[config.mk]
export PLATFORM = sky130hd
export DESIGN_NAME = reg_file_sb
export DESIGN_NICKNAME = d
export VERILOG_FILES = /design/src/rtl/reg_file_sb.sv
export SDC_FILE = /design/constraint.sdc
export NUM_CORES = 2
export LEC_CHECK = 0
export CORE_AREA = 4 4 348 350
export CTS_CLUSTER_DIAMETER = 120
export DETAILED_ROUTE_END_ITERATION = 6
export DIE_AREA = 0 0 352 354
export GPL_TIMING_DRIVEN = 0
export PLACE_DENSITY = 0.67
export SYNTH_ARGS = -nofsm -noshare
export SYNTH_HDL_FRONTEND = slang
export SYNTH_SLANG_ARGS = --single-unit
[constraint.sdc]
create_clock -name clk -period 105.8 [get_ports clk]
set_clock_uncertainty 0.15 [all_clocks]
set_input_delay 21.16 -clock clk [delete_from_list [all_inputs] [get_ports clk]]
set_output_delay 21.16 -clock clk [all_outputs]
set_load 0.02 [all_outputs]
[src/rtl/reg_file_sb.sv]
// Register file with per-register scoreboard busy bits,
// registered multi-port reads and optional write forwarding.
module reg_file_sb #(
  parameter int NUM_REG        = 32,
  parameter int REG_ADDR_WIDTH = 5,
  parameter int REG_WIDTH      = 32,
  parameter int NUM_RD_PORTS   = 2,
  parameter int BYPASS         = 1
) (
  input  logic                                 clk,
  input  logic                                 reset,
  input  logic [NUM_RD_PORTS*REG_ADDR_WIDTH-1:0] rd_addr,
  output logic [NUM_RD_PORTS*REG_WIDTH-1:0]    rd_data,
  output logic [NUM_RD_PORTS-1:0]              rd_busy,
  input  logic                                 wr_en,
  input  logic [REG_ADDR_WIDTH-1:0]            wr_addr,
  input  logic [REG_WIDTH-1:0]                 wr_data,
  input  logic                                 alloc_en,
  input  logic [REG_ADDR_WIDTH-1:0]            alloc_addr,
  output logic                                 alloc_hazard,
  input  logic                                 flush,
  output logic [REG_ADDR_WIDTH:0]              busy_count
);

  localparam int AW = REG_ADDR_WIDTH;
  localparam int DW = REG_WIDTH;
  localparam int CW = REG_ADDR_WIDTH + 1;

  logic [DW-1:0]      regs [NUM_REG];
  logic [NUM_REG-1:0] busy;
  logic [NUM_REG-1:0] busy_nxt;
  logic [CW-1:0]      cnt_nxt;
  logic [NUM_RD_PORTS*DW-1:0] rdata_nxt;
  logic [NUM_RD_PORTS-1:0]    rbusy_nxt;
  logic [AW-1:0]      ra;
  logic               wr_ok;

  assign wr_ok        = wr_en && (wr_addr != '0);
  assign alloc_hazard = alloc_en && busy[alloc_addr];

  // Allocation outranks a same-cycle write; flush outranks both.
  always_comb begin
    busy_nxt = busy;
    for (int r = 1; r < NUM_REG; r++) begin
      if (flush)
        busy_nxt[r] = 1'b0;
      else if (alloc_en && alloc_addr == AW'(r))
        busy_nxt[r] = 1'b1;
      else if (wr_en && wr_addr == AW'(r))
        busy_nxt[r] = 1'b0;
    end
    busy_nxt[0] = 1'b0;
  end

  always_comb begin
    cnt_nxt = '0;
    for (int r = 0; r < NUM_REG; r++)
      cnt_nxt = cnt_nxt + CW'(busy_nxt[r]);
  end

  always_comb begin
    rdata_nxt = '0;
    rbusy_nxt = '0;
    ra        = '0;
    for (int k = 0; k < NUM_RD_PORTS; k++) begin
      ra = rd_addr[k*AW +: AW];
      if (BYPASS != 0) begin
        if (wr_ok && wr_addr == ra)
          rdata_nxt[k*DW +: DW] = wr_data;
        else
          rdata_nxt[k*DW +: DW] = regs[ra];
        rbusy_nxt[k] = busy_nxt[ra];
      end else begin
        rdata_nxt[k*DW +: DW] = regs[ra];
        rbusy_nxt[k] = busy[ra];
      end
    end
  end

  always_ff @(posedge clk or posedge reset) begin
    if (reset) begin
      for (int r = 0; r < NUM_REG; r++)
        regs[r] <= '0;
    end else if (wr_ok) begin
      regs[wr_addr] <= wr_data;
    end
  end

  always_ff @(posedge clk or posedge reset) begin
    if (reset) begin
      busy       <= '0;
      busy_count <= '0;
      rd_data    <= '0;
      rd_busy    <= '0;
    end else begin
      busy       <= busy_nxt;
      busy_count <= cnt_nxt;
      rd_data    <= rdata_nxt;
      rd_busy    <= rbusy_nxt;
    end
  end

endmodule

## Yosys cells after proc, flatten, opt, wreduce, memory -nomap -nowiden

Index checks and enable logic that the tools add are counted.

| cells by class | value |
|---|---|
| add/sub/neg operators | 30 |
| $lt $le $gt $ge | 7 |
| equal/unequal tests | 64 |
| mux-type cells | 110 |
| bitwise gates (word level) | 3 |
| reductions and logical operators | 68 |

Operators by type and width:

| operator | number |
|---|---|
| bitwise mux 1024 bit | 1 |
| binary-select mux 32 bit (select 5 bit) | 2 |
| 2-to-1 mux 32 bit | 7 |
| demux 32 bit (select 5 bit) | 1 |
| == test 5 bit (second input constant) | 32 |
| adder 6 x 1 -> 6 bit | 25 |
| 2-to-1 mux 1 bit | 96 |
| == test 5 x 4 -> 1 bit (second input constant) | 16 |
| logical AND 1 bit | 67 |
| == test 5 x 3 -> 1 bit (second input constant) | 8 |
| == test 5 x 2 -> 1 bit (second input constant) | 4 |
| >= comparator 6 bit (second input constant) | 3 |
| < comparator 5 x 6 -> 1 bit (second input constant) | 3 |
| NOT 5 -> 6 bit | 3 |
| binary-select mux 1 bit (select 5 bit) | 3 |
| == test 5 x 1 -> 1 bit (second input constant) | 2 |
| == test 5 bit | 2 |
| adder 5 x 1 -> 6 bit | 1 |
| < comparator 6 x 1 -> 1 bit (second input constant) | 1 |
| adder 4 x 1 -> 5 bit | 1 |
| nonzero test 5 bit | 1 |
| adder 3 x 1 -> 4 bit | 1 |
| adder 2 x 1 -> 3 bit | 1 |
| adder 1 x 1 -> 2 bit | 1 |

| word-level totals | value |
|---|---|
| register bits after elaboration | 1127 |
| bits of input ports | 57 |
| output and inout bits | 73 |
| word-level logic and storage cells | 318 |

## Longest topological paths before layout

| logic depth | value |
|---|---|
| word-level depth | 35 |
| gate-level depth with buffers | 23 |
| gate-level depth less buffers | 20 |

## Worst setup path after synthesis

OpenSTA, ideal clock, no wires.

| timing path | value |
|---|---|
| path type | input-to-output |
| start point | input port alloc_addr[0] |
| end point | output port alloc_hazard |
| arrival | 22.816 ns |
| required time | 84.490 ns |
| slack | 61.674 ns |
| stages | 5 |
| buffers on the path | 2 |
| path through | buf_2 -> buf_2 -> mux4_2 -> mux4_2 -> o211a_1 |

| between the ends | value |
|---|---|
| cells in the longest elaborated chain, start to end | 3 |

Ends and longest elaborated chain:

| item | line | source |
|---|---|---|
| start, declared | 19 | `input logic [REG_ADDR_WIDTH-1:0] alloc_addr,` |
| binary-select mux 1 bit (select 5 bit) | 39 | `assign alloc_hazard = alloc_en && busy[alloc_addr];` |
| 2-to-1 mux 1 bit (implied by the code) | 39 |  |
| logical AND 1 bit | 39 |  |
| end, declared | 20 | `output logic alloc_hazard,` |

No other way between the ends. The select of a mux whose other input is x is not followed.

## Final worst setup path

| timing path | value |
|---|---|
| start point | input port alloc_addr[1] |
| end point | output port alloc_hazard |

Same word-level chain as after synthesis.

==> metrics.cfg <==
[floorplan]
rows=126
die_x_um=352
ios=130
die_area_mm2=0.125
fp.dieH_um=354
initial_utilization=0.507
core_area_mm2=0.118

[layout]
most-common-layout-cells=dfrtp_1, mux2_2, mux4_2
finalInstanceArea_mm2=0.0673
seq_area_mm2=0.0282
layoutNonFillerInstCount=5679
area.growth.synth_to_final_pct=12.8
layout_commonest_cell=dfrtp_1
multiInputGateArea_mm2=0.0294
layout.nets=4122
utilization=0.572
drive_above_1_share=0.437
fillCellCount=9346

[cts]
cts_buffer_depth=3
ctsResizeCount=0
cts-root-buf=clkbuf_16
cts_sinks=1127
path_clk_slew_ns=0.06
cts_max_level=3
cts_buffers=121
postCtsSetupRepairBufs=0
postCtsHoldBufs=0
insertion_delay_ns=0.75
tritoncts=yes

[sta]
post-route-period-util=0.432
rsz0062_at_grt=false
hold-worst-slack_ns=0.326
drv_slew=22
worst_pin_slew_ns=1.51
setup-tns-final_ns=0
worst_slack_ns=60.08
finalSetupViolCount=0
min_period_ns=45.72
max-slew-margin-rel=-0.00815
timing.fmax_mhz=21.9
final_hold_viol_count=0

[setup_path]
end_kind=output port
crit_required_ns=84.49
setup.worst_path.start_class=input pin
worstPathArrival_ns=24.41
path_max_fanout=10
worstSetupPathType=in2out

[run]
drv_cap=4

[placement]
gp_congestion=0.967
hpwl_um=157000
placed_cells=5446
pre_cts_ws_ns=60.18
io_buffers=118
placed_cell_area_mm2=0.0631

[outcome]
outcome=finished with violations
violations=capacitance limit, slew limit

[pwr]
p_int_mw=0.938
combPwrFrac=0.221
pwr-share-seq=0.435
p_per_area_mw_per_mm2=19.4
clkPwrFrac=0.344
p_leak_nw=29.0
ir_worst_vdd_uv=15.4
swShare=0.283
p_total_mw=1.31
p_switching_mw=0.371

[route]
drc=0
drt_iter0_markers=4607
dr_total_vias=39200
ant_nets=0
drtPass1Iterations=6
viasPerCell=6.90
totalWireLength_um=214000
wl_per_cell_um=37.8

[global_routing]
grt_pass1_wl_um=303000
grt_util_all_layers=0.346
grt_pass1_vias=39800
grt-ovfl-total=0
antenna_found_initial=5
grt_max_degree=130

[yosys]
syn-instance-count=3780
yosysWarnings=0
synth_nets=3867
ys.flop_type=dfrtp_1
synth_edf_count=0
syn_avg_cell_area_um2=15.8
synth_cell_types=73
synth_seq_cells=1127
netlist_area_mm2=0.0597
async_reset_ff_frac=1.00
yosysSeqAreaShare=0.473

[min_path]
hold_class=reg2reg

[registers in the layout (all words and copies together) (netlist names)]
name / cells
regs: 1024
rd_data: 64
rd_busy: 2
busy: 31
busy_count: 6
[kinds of logic after synthesis]
logic type                 synth area share
AOI/OAI and AO/OA                    0.0182
and+or+nand+nor                      0.0203
buffers and inverters                0.0343
DFF                                   0.473
xor gates and xnor gates            0.00220
muxes                                 0.443
adders and majority gates           0.00918
[critical path, cell delays in order]
cell	delay, ns
clkdlybuf4s50_1	0.75
buf_1	0.71
mux4_2	0.45
mux4_2	0.54
o211a_1	0.26
clkdlybuf4s50_1	0.54
[power groups by stage]
stage	registers, mW	logic [mW]	clock network [mW]
global route	0.578	0.303	0.472
CTS	0.566	0.288	0.453
floorplan	0.567	0.191	0
finish	0.570	0.289	0.450
global placement	0.571	0.280	0
detailed placement	0.574	0.287	0
[cell usage after synthesis, types with 10 or more instances]
master    instances  area [um2]
mux2_2          788        8870
buf_2           104         521
buf_4            21         158
dfrtp_1        1127       28200
o21ai_1          67         335
mux4_2          649       14600
nand3_1          17        85.1
a31oi_1          13        81.3
nand2b_1         10        62.6
buf_1            48         180
fa_1             23         460
nor2b_1          13        81.3
inv_1            51         191
mux2i_1          64         641
nand2_1         133         499
mux2_1          206        2320
o21ai_0          27         135
clkbuf_1        243         912
xnor2_1          10        87.6
nor2_1           32         120
[area by class of cell]
| cell class | instances | share of cell area |
|---|---|---|
| diodes | 2 | 0.0000743 |
| plain buffers | 423 | 0.0276 |
| clock buffers | 174 | 0.0520 |
| clock inverters | 55 | 0.0103 |
| inverters | 53 | 0.00307 |
| multi-input cells | 2177 | 0.437 |
| flip-flops and latches | 1127 | 0.419 |
| well taps | 1536 | 0.0285 |
| repair buffers | 132 | 0.0223 |
[layer usage]
layer	wire length (um)	GRT usage
met3	22100	0.104
met2	96000	0.516
met4	14800	0.195
met1	81600	0.455
met5	0	0
[worst paths after layout]
check	slack, ns	start	cells after the start	end
hold / removal	0.33	regs[1005]	1	regs[1005]
min in group asynchronous	20.74	reset	2	regs[1018]
setup reg to reg	99.77	busy[6]	14	busy_count[4]
max in group asynchronous	82.47	reset	5	regs[67]
hold reg to reg	0.33	regs[1005]	1	regs[1005]
setup / recovery	60.08	alloc_addr[1]	6	alloc_hazard
Note: power is estimated with default switching activity, not from simulation.
